$ cat src/rtl/usb_stream_arbiter_if.sv
// FX2 slave-FIFO stream bundle: flow-control flags in, write strobe, commit and data out.
// The arbiter takes the master modport and the FX2 (or its model) takes the slave modport.
interface usb_stream_arbiter_if;
    logic        STREAM_FULL_N;
    logic        STREAM_FX2RDY;
    logic [1:0]  USB_STREAM_FIFOADDR;
    logic        USB_STREAM_SLWR_N;
    logic        USB_STREAM_PKTEND_N;
    logic [15:0] USB_STREAM_DATA_OUT;

    modport master (
        input  STREAM_FULL_N,
        input  STREAM_FX2RDY,
        output USB_STREAM_FIFOADDR,
        output USB_STREAM_SLWR_N,
        output USB_STREAM_PKTEND_N,
        output USB_STREAM_DATA_OUT
    );

    modport slave (
        output STREAM_FULL_N,
        output STREAM_FX2RDY,
        input  USB_STREAM_FIFOADDR,
        input  USB_STREAM_SLWR_N,
        input  USB_STREAM_PKTEND_N,
        input  USB_STREAM_DATA_OUT
    );
endinterface

$ cat src/rtl/usb_stream_arbiter.sv
// Round-robin drain of NUM_SRC 32-bit readout FIFOs into the FX2 slave FIFO, 16 bits per write,
// with idle-timeout commit of short packets through PKTEND.
module usb_stream_arbiter #(
    parameter int          NUM_SRC   = 2,
    parameter int          PKT_WORDS = 256,
    parameter int          TIMEOUT   = 4096,
    parameter logic [1:0]  FIFO_ADDR = 2'b10
) (
    input  logic                   STREAM_CLK,
    input  logic                   STREAM_RST_N,
    input  logic                   ENABLE,
    input  logic [NUM_SRC-1:0]     SRC_FIFO_EMPTY,
    output logic [NUM_SRC-1:0]     SRC_FIFO_READ,
    input  logic [32*NUM_SRC-1:0]  SRC_FIFO_DATA,
    usb_stream_arbiter_if.master   stream,
    output logic                   BUSY
);

    localparam int PTR_W = (NUM_SRC > 1) ? $clog2(NUM_SRC) : 1;
    localparam int CNT_W = (PKT_WORDS > 1) ? $clog2(PKT_WORDS) : 1;
    localparam int TO_W  = (TIMEOUT > 1) ? $clog2(TIMEOUT) : 1;

    localparam logic [PTR_W-1:0] LAST_SRC = PTR_W'(NUM_SRC - 1);
    localparam logic [CNT_W-1:0] PKT_LAST = CNT_W'(PKT_WORDS - 1);
    localparam logic [TO_W-1:0]  TO_LAST  = TO_W'(TIMEOUT - 1);

    typedef enum logic [2:0] {IDLE, READ, LATCH, LOW, HIGH, FLUSH} state_t;

    state_t             state;
    state_t             state_next;
    logic [PTR_W-1:0]   rr_ptr;
    logic [PTR_W-1:0]   grant;
    logic [PTR_W-1:0]   pick;
    logic               any_ready;
    logic [NUM_SRC-1:0] read_onehot;
    logic [31:0]        src_word;
    logic [31:0]        hold;
    logic [CNT_W-1:0]   pkt_cnt;
    logic [TO_W-1:0]    idle_cnt;
    logic               start;
    logic               wr;
    logic               pkt_commit;
    logic [15:0]        data_mux;
    int                 best;
    int                 off;

    // Pick the non-empty source with the smallest rotation distance from the RR pointer.
    always_comb begin
        pick        = '0;
        any_ready   = 1'b0;
        best        = NUM_SRC;
        off         = 0;
        read_onehot = '0;
        for (int j = 0; j < NUM_SRC; j++) begin
            off = j - int'(rr_ptr);
            if (off < 0) off = off + NUM_SRC;
            if (!SRC_FIFO_EMPTY[j] && off < best) begin
                best      = off;
                pick      = PTR_W'(j);
                any_ready = 1'b1;
            end
        end
        for (int j = 0; j < NUM_SRC; j++) begin
            read_onehot[j] = (pick == PTR_W'(j));
        end
    end

    always_comb begin
        src_word = '0;
        for (int j = 0; j < NUM_SRC; j++) begin
            if (grant == PTR_W'(j)) src_word = SRC_FIFO_DATA[32*j +: 32];
        end
    end

    always_ff @(posedge STREAM_CLK) begin
        if (!STREAM_RST_N) state <= IDLE;
        else               state <= state_next;
    end

    // Strobes are gated by reset so a word in flight is never written while reset is held.
    always_comb begin
        state_next = state;
        start      = 1'b0;
        wr         = 1'b0;
        pkt_commit = 1'b0;
        data_mux   = 16'h0000;
        case (state)
            IDLE: begin
                if (ENABLE && stream.STREAM_FX2RDY && any_ready) begin
                    start      = 1'b1;
                    state_next = READ;
                end else if (idle_cnt == TO_LAST && pkt_cnt != '0) begin
                    state_next = FLUSH;
                end
            end
            READ:  state_next = LATCH;
            LATCH: state_next = LOW;
            LOW: begin
                data_mux = hold[15:0];
                wr       = stream.STREAM_FULL_N & stream.STREAM_FX2RDY & STREAM_RST_N;
                if (wr) state_next = HIGH;
            end
            HIGH: begin
                data_mux = hold[31:16];
                wr       = stream.STREAM_FULL_N & stream.STREAM_FX2RDY & STREAM_RST_N;
                if (wr) state_next = IDLE;
            end
            FLUSH: begin
                pkt_commit = stream.STREAM_FULL_N & STREAM_RST_N;
                if (pkt_commit) state_next = IDLE;
            end
            default: state_next = IDLE;
        endcase
    end

    always_ff @(posedge STREAM_CLK) begin
        if (!STREAM_RST_N) begin
            rr_ptr        <= '0;
            grant         <= '0;
            hold          <= '0;
            pkt_cnt       <= '0;
            idle_cnt      <= '0;
            SRC_FIFO_READ <= '0;
        end else begin
            SRC_FIFO_READ <= start ? read_onehot : '0;
            if (start) grant <= pick;

            if (state == LATCH) begin
                hold   <= src_word;
                rr_ptr <= (grant == LAST_SRC) ? '0 : grant + PTR_W'(1);
            end

            // FX2 auto-commits a full packet, so the count simply wraps on its last word.
            if (wr)              pkt_cnt <= (pkt_cnt == PKT_LAST) ? '0 : pkt_cnt + CNT_W'(1);
            else if (pkt_commit) pkt_cnt <= '0;

            if (wr || pkt_commit || (state == IDLE && state_next != IDLE))
                idle_cnt <= '0;
            else if (state == IDLE && idle_cnt != TO_LAST)
                idle_cnt <= idle_cnt + TO_W'(1);
        end
    end

    assign stream.USB_STREAM_FIFOADDR = FIFO_ADDR;
    assign stream.USB_STREAM_SLWR_N   = ~wr;
    assign stream.USB_STREAM_PKTEND_N = ~pkt_commit;
    assign stream.USB_STREAM_DATA_OUT = STREAM_RST_N ? data_mux : 16'h0000;
    assign BUSY = STREAM_RST_N & ((state != IDLE) | (pkt_cnt != '0));

endmodule
$ cat src/flat_wrapper.sv
// flat-port wrapper written by rule: the top's interface ports become plain ports
module usb_stream_arbiter_flat 
#(
    parameter int          NUM_SRC   = 2,
    parameter int          PKT_WORDS = 256,
    parameter int          TIMEOUT   = 4096,
    parameter logic [1:0]  FIFO_ADDR = 2'b10
)
  (STREAM_CLK, STREAM_RST_N, ENABLE, SRC_FIFO_EMPTY, SRC_FIFO_READ, SRC_FIFO_DATA, BUSY, stream_STREAM_FULL_N, stream_STREAM_FX2RDY, stream_USB_STREAM_FIFOADDR, stream_USB_STREAM_SLWR_N, stream_USB_STREAM_PKTEND_N, stream_USB_STREAM_DATA_OUT);
  usb_stream_arbiter_if stream_i ();
  input  logic STREAM_CLK;
  input  logic STREAM_RST_N;
  input  logic ENABLE;
  input  logic [NUM_SRC-1:0] SRC_FIFO_EMPTY;
  output logic [NUM_SRC-1:0] SRC_FIFO_READ;
  input  logic [32*NUM_SRC-1:0] SRC_FIFO_DATA;
  output logic BUSY;
  input wire logic [$bits(stream_i.STREAM_FULL_N)-1:0] stream_STREAM_FULL_N;
  input wire logic [$bits(stream_i.STREAM_FX2RDY)-1:0] stream_STREAM_FX2RDY;
  output wire logic [$bits(stream_i.USB_STREAM_FIFOADDR)-1:0] stream_USB_STREAM_FIFOADDR;
  output wire logic [$bits(stream_i.USB_STREAM_SLWR_N)-1:0] stream_USB_STREAM_SLWR_N;
  output wire logic [$bits(stream_i.USB_STREAM_PKTEND_N)-1:0] stream_USB_STREAM_PKTEND_N;
  output wire logic [$bits(stream_i.USB_STREAM_DATA_OUT)-1:0] stream_USB_STREAM_DATA_OUT;
  assign stream_i.STREAM_FULL_N = stream_STREAM_FULL_N;
  assign stream_i.STREAM_FX2RDY = stream_STREAM_FX2RDY;
  assign stream_USB_STREAM_FIFOADDR = stream_i.USB_STREAM_FIFOADDR;
  assign stream_USB_STREAM_SLWR_N = stream_i.USB_STREAM_SLWR_N;
  assign stream_USB_STREAM_PKTEND_N = stream_i.USB_STREAM_PKTEND_N;
  assign stream_USB_STREAM_DATA_OUT = stream_i.USB_STREAM_DATA_OUT;
  usb_stream_arbiter #(.NUM_SRC(NUM_SRC), .PKT_WORDS(PKT_WORDS), .TIMEOUT(TIMEOUT), .FIFO_ADDR(FIFO_ADDR)) u_core (.STREAM_CLK(STREAM_CLK), .STREAM_RST_N(STREAM_RST_N), .ENABLE(ENABLE), .SRC_FIFO_EMPTY(SRC_FIFO_EMPTY), .SRC_FIFO_READ(SRC_FIFO_READ), .SRC_FIFO_DATA(SRC_FIFO_DATA), .stream(stream_i), .BUSY(BUSY));
endmodule
$ cat config.mk
export PLATFORM = sky130hd
export DESIGN_NAME = usb_stream_arbiter_flat
export DESIGN_NICKNAME = d
export VERILOG_FILES = /design/src/rtl/usb_stream_arbiter_if.sv /design/src/rtl/usb_stream_arbiter.sv /design/src/flat_wrapper.sv
export SDC_FILE = /design/constraint.sdc
export NUM_CORES = 1
export LEC_CHECK = 0
export ABC_AREA = 1
export CAP_MARGIN = 20
export CORE_ASPECT_RATIO = 0.75
export CORE_MARGIN = 2
export CORE_UTILIZATION = 49
export CTS_CLUSTER_DIAMETER = 80
export DETAILED_ROUTE_END_ITERATION = 12
export PLACE_DENSITY = 0.91
export SYNTH_ARGS = -nofsm -noshare
export SYNTH_HDL_FRONTEND = slang
export SYNTH_SLANG_ARGS = --single-unit
export TNS_END_PERCENT = 30
$ cat constraint.sdc
create_clock -name STREAM_CLK -period 2.2 [get_ports STREAM_CLK]
set_clock_uncertainty 0.05 [all_clocks]
set_input_delay 0.22 -clock STREAM_CLK [delete_from_list [all_inputs] [get_ports STREAM_CLK]]
set_output_delay 0.22 -clock STREAM_CLK [all_outputs]
set_load 0.05 [all_outputs]
# Word level (Yosys, flattened, before mapping)
# Index checks and enable logic that the tools add are counted.
# W data, S select, Z words.
word_totals:
  out_inout_bits: 23
  register_bits: 59
op_classes:
  order_cmp: 4
  reduce_logical: 19
  mux: 23
  n_eq_ne: 8
  n_bitwise: 9
  n_addsub: 7
ops:
  columns: ["cell", "count"]
  rows:
  - ["$mux W32", 4]
  - ["$add A32 B3 Y32 const B", 2]
  - ["$lt A32 B1 Y1 const B", 2]
  - ["$lt A32 B3 Y1 const B", 1]
  - ["$lt A32 B32 Y1", 1]
  - ["$pmux W16 S2", 1]
  - ["$mux W8", 3]
  - ["$pmux W3 S6", 1]
  - ["$mux W16", 1]
  - ["$mux W3", 5]
  - ["$add A12 B1 Y12 const B", 1]
  - ["$eq A12 B12 Y1 const B", 1]
  - ["$ne A12 B12 Y1 const B", 1]
  - ["$add A8 B1 Y8 const B", 1]
  - ["$eq A8 B8 Y1 const B", 1]
  - ["$mux W1", 8]
  - ["$reduce_bool A8 Y1", 1]
  - ["$logic_and A1 B1 Y1", 7]
  - ["$eq A3 B2 Y1 const B", 2]
  - ["$eq A3 B3 Y1 const B", 2]
  - ["$reduce_bool A3 Y1", 2]
  - ["$and A1 B1 Y1", 4]
  - ["$not A1 Y1", 4]
  - ["$reduce_or A2 Y1", 2]
  - ["other kinds (9)", 12]

# Logic depth before layout (Yosys ltp)
depth:
  word_depth: 16
  ltp_mapped: 11
  mapped_depth_nobuf: 10

# Worst setup path before layout
# OpenSTA, ideal clock, no wires.
synth_path:
  kind: "register to output"
  start: "reg u_core.state[1]"
  end: "out stream_USB_STREAM_DATA_OUT[10]"
  required_ns: 1.930
  stages_incl_launch_ff: 8
  arrival_ns: 1.703
  n_path_buf: 1
  setup_slack_ns: 0.227
  path_cell_list: "dfxtp_1 -> inv_1 -> nor2_2 -> nand2_2 -> clkbuf_1 -> o22ai_1 -> inv_1 -> nor2_1"
synth_via:
  elab_chain_cells: 3
  elab_cells_between_ends: 4
  classes_between: "eq/ne: 2; mux: 2"
synth_lines:
  columns: ["element", "line_no", "text"]
  rows:
  - ["start: declaration", "usb_stream_arbiter.sv:29", "state_t state;"]
  - ["start signal: assignment", "usb_stream_arbiter.sv:77", "else state <= state_next;"]
  - ["$eq A3 B3 Y1 or $eq A3 B2 Y1 (tied branches)", "usb_stream_arbiter.sv:87", "case (state)"]
  - ["$pmux W16 S2 (*)", "usb_stream_arbiter.sv:87", null]
  - ["$mux W16 (*)", "usb_stream_arbiter.sv:147", "assign stream.USB_STREAM_DATA_OUT = STREAM_RST_N ? data_mux : 16'h0000;"]
  - ["end: declaration", "flat_wrapper.sv:23", "output wire logic [$bits(stream_i.USB_STREAM_DATA_OUT)-1:0] stream_USB_STREAM_DATA_OUT;"]
# Mark *: on every way between the ends. The rest lies on a longest branch, timed or not.

# Final worst setup path
layout_path:
  start: "reg u_core.state[1]"
  end: "out stream_USB_STREAM_DATA_OUT[11]"
# Same word-level chain as after synthesis.

==> flow_summary_export.csv <==
group,metric,value,unit
grt,grt_usage,25.7,%
clocking,max-clock-path-buffers,2,
power_and_ir_drop,power.share.combinational,34.9,%
worst_setup_path,crit_path_max_fanout,18,
finish,syn2layout_area_growth,40.8,%
job,maxCapViolations,0,
clocking,worst_skew_pair.late_latency,0.35,ns
worst_setup_path,worst_ep_arrival_time,1.82,ns
grt,grt.overflow.total,0,
place,hpwl,6680,um
synth,yosysTopAreaCell,"sky130_fd_sc_hd__dfxtp_1",
finish,design_area,0.00484,sq mm
floorplanning,floorplan.initialDensity,50.6,%
detailed_routing,wire_per_inst,13.3,um
clocking,tritoncts,"yes",
worst_setup_path,worst_path_most_repeated_cell,"sky130_fd_sc_hd__inv_1",
floorplanning,dieHeight,76.5,um
detailed_routing,drt-total-wl,9650,um
synth,mappedNetlistNets,630,
synth,ys_seq_area_share,34.4,%
clocking,tritoncts.num_buffers,9,
synth,synth_cell_type_count,33,
finish,finalNetCount,711,
detailed_routing,drc_violation_count_after_routing,0,
worst_setup_path,worst-setup-path-type,"reg2out",
floorplanning,num_io_pins,94,
timing,final.hold.worst_slack,0.410,ns
place,port-buffer-count,91,
clocking,post_cts_buffers,0,
floorplanning,die_x,101,um
synth,netlist_instances,556,
clocking,clock_sinks,59,
timing,report.final.hold_viol_count,0,
timing,timing.final.crit_share,95.0,%
power_and_ir_drop,p_leak,0.00198,uW
worst_setup_path,endpoint_kind,"output port",
floorplanning,placementRows,26,
floorplanning,die-area,0.00771,sq mm
detailed_routing,detail_route.vias_per_cell,5.22,
power_and_ir_drop,areal_power_density_over_the_cells,862,mW/mm^2
worst_setup_path,setup.worst_path.start_class,"register",
power_and_ir_drop,clock_power_share,29.7,%
detailed_routing,via_count,3787,
grt,grt_antenna_before_repair,0,
worst_setup_path,worst_setup_path_start,"u_core.state[1]",
clocking,clockRootBuffer,"sky130_fd_sc_hd__clkbuf_8",
place,placed_cell_area,0.00457,sq mm
synth,synth_most_common_cell,"sky130_fd_sc_hd__nand2_1",
timing,final_period_minus_worst_setup_slack,2.09,ns
power_and_ir_drop,swShare,37.0,%
synth,netlist_top_cells_count,"sky130_fd_sc_hd__nand2_1 (180), sky130_fd_sc_hd__inv_1 (80), sky130_fd_sc_hd__dfxtp_1 (59)",
synth,synth_async_sr_flop_share,0,%
timing,max_clock_freq,0.479,GHz
worst_setup_path,critical-path-slowest-cell,"sky130_fd_sc_hd__dfxtp_1",
timing,final-setup-viol-count,0,
power_and_ir_drop,internal_power,2630,uW
floorplanning,placeableCoreArea,0.00680,sq mm
synth,syn-mean-instance-area,6.18,sq um
timing,worst_slew_margin_rel,65.5,%
worst_hold_path,hp_class,"reg2reg",
clocking,cts.reportedPaths.clkPinSlew,0.08,ns
worst_setup_path,cpPeakStageDelay,0.39,ns
timing,finalMaxSlewViolations,0,
synth,ys_dominant_reg_cell,"sky130_fd_sc_hd__dfxtp_1",
grt,grt_max_degree,66,
worst_setup_path,critical_path.reg2reg.startpoint,"u_core.idle_cnt[0]",
timing,timing_worst_slew_pin_value,0.515,ns
synth,netlist_top_cells_area,"sky130_fd_sc_hd__dfxtp_1 (34%), sky130_fd_sc_hd__nand2_1 (20%), sky130_fd_sc_hd__inv_1 (8.7%)",
place,gp_congestion,0.904,
detailed_routing,postRouteAntennaNets,0,
finish,drive_gt1_share,10.9,%
grt,grt_pass1_wl,15900,um
finish,antenna_cells,0,
grt,first_global_vias,3665,
power_and_ir_drop,switch_pwr,1540,uW
synth,synth_largest_type_area_fraction,34.4,%
clocking,htree_num_levels,3,
status,status,"complete, no violations",
worst_setup_path,path_cells,"inv_1 -> nor2_4 -> nand2_4 -> o22ai_1 -> inv_1 -> nor2_1 -> buf_12",
worst_setup_path,critPathRequiredTime,1.93,ns
power_and_ir_drop,power_total,4170,uW
synth,synth_area,0.00344,sq mm
synth,yosys_warnings,0,
worst_hold_path,min-delay-start,"u_core.hold[24]",
detailed_routing,drt_pass1_iterations,5,
power_and_ir_drop,sequentialPowerShare,35.4,%
synth,synth-edff-count,0,
detailed_routing,initialDrtViolationCount,252,
synth,number_of_flip_flops_and_latches_in_the_synthesized_netlist,59,
power_and_ir_drop,peakVddDrop,0.370,mV
[metal layers]
| metal | vias to the layer above | track usage [%] | share of wire [%] |
|---|---|---|---|
| met5 | - | 0 | 0 |
| met4 | 0 | 11.1 | 2.8 |
| li1 | 1888 | - | - |
| met1 | 1722 | 31.3 | 43 |
| met2 | 146 | 41.9 | 48 |
| met3 | 31 | 7.25 | 6.2 |
[power by group through the flow]
stage | combinational, uW | clock (uW) | sequential [uW]
after floorplan | 1010 | 0 | 1460
after global routing | 1610 | 1300 | 1500
after CTS | 1420 | 1250 | 1470
after detailed placement | 1390 | 0 | 1490
after global placement | 1330 | 0 | 1470
final | 1460 | 1240 | 1480
[cells by family after synthesis]
kind of cell | count (synthesis) | synth area share [%]
flops | 59 | 34.4
xor+xnor | 6 | 1.53
other cells | 2 | 0.218
buf+inv | 108 | 12.6
compound gates | 103 | 15.9
fa+ha+maj | 3 | 1.09
simple gates | 275 | 34.3
[registers in the layout, indices dropped and copies added, names as in the netlist]
signal                cells
u_core.hold              32
u_core.idle_cnt          12
u_core.pkt_cnt            8
u_core.state              3
u_core.SRC_FIFO_READ      2
u_core.grant              1
u_core.rr_ptr             1
[final timing paths]
kind / end / slack [ns] / cells past startpoint
setup / recovery: stream_USB_STREAM_DATA_OUT[11] / 0.11 / 7
hold / removal: u_core.hold[24] / 0.41 / 2
setup reg to reg: u_core.idle_cnt[10] / 0.23 / 8
hold reg to reg: u_core.hold[24] / 0.41 / 2
[layout make-up]
type / instances / area, sq um
fill: 513 / 1960
multi-input combinational: 389 / 1850
sequential: 59 / 1180
timing repair buffer: 96 / 1150
inverter: 82 / 308
clock inverter: 7 / 125
clock buffer: 9 / 124
tap: 84 / 105
[stage by stage]
step	cells	utilization (%)	setup slack, ns	TNS (ns)
2_1_floorplan	556	-	0.227	0
3_3_place_gp	710	67.2	0.360	0
3_5_place_dp	710	67.2	0.251	0
4_1_cts	726	70.9	0.00827	0
5_1_grt	726	71.2	-0.000635	-0.000635
6_report	726	71.2	0.110	0
[cells in the final DEF (no fill, tap or decap), types with 2 or more instances in the layout]
cell,instances
sky130_fd_sc_hd__nand2_1,180
sky130_fd_sc_hd__inv_1,80
sky130_fd_sc_hd__clkdlybuf4s50_1,72
sky130_fd_sc_hd__dfxtp_1,59
sky130_fd_sc_hd__nor2_1,46
sky130_fd_sc_hd__a21oi_1,45
sky130_fd_sc_hd__o21ai_0,36
sky130_fd_sc_hd__buf_12,20
sky130_fd_sc_hd__o22ai_1,16
sky130_fd_sc_hd__nor2_2,13
sky130_fd_sc_hd__nand3_1,13
sky130_fd_sc_hd__clkbuf_8,9
sky130_fd_sc_hd__nand4_1,6
sky130_fd_sc_hd__nand2_4,5
sky130_fd_sc_hd__nand3b_1,4
sky130_fd_sc_hd__xor2_1,4
sky130_fd_sc_hd__buf_4,4
sky130_fd_sc_hd__nor2_4,3
sky130_fd_sc_hd__bufinv_16,3
sky130_fd_sc_hd__clkinv_4,3
sky130_fd_sc_hd__nand2_2,2
sky130_fd_sc_hd__inv_2,2
sky130_fd_sc_hd__xnor2_1,2
sky130_fd_sc_hd__o21ai_1,2
sky130_fd_sc_hd__ha_1,2
sky130_fd_sc_hd__conb_1,2
[repair_timing]
item / in CTS / in global routing
resized for setup: 1 / 5
hold buffers: 0 / 0
setup endpoints to repair: 2 / 17
[critical path, delay by kind of cell, from the launching register on]
kind	cells	cell delay, ns
AO/OA/AOI/OAI	1	0.20
buffers and inverters	3	0.34
flip-flops	1	0.39
AND/OR/NAND/NOR	3	0.56
No activity file was read; power rests on OpenSTA's default activity.
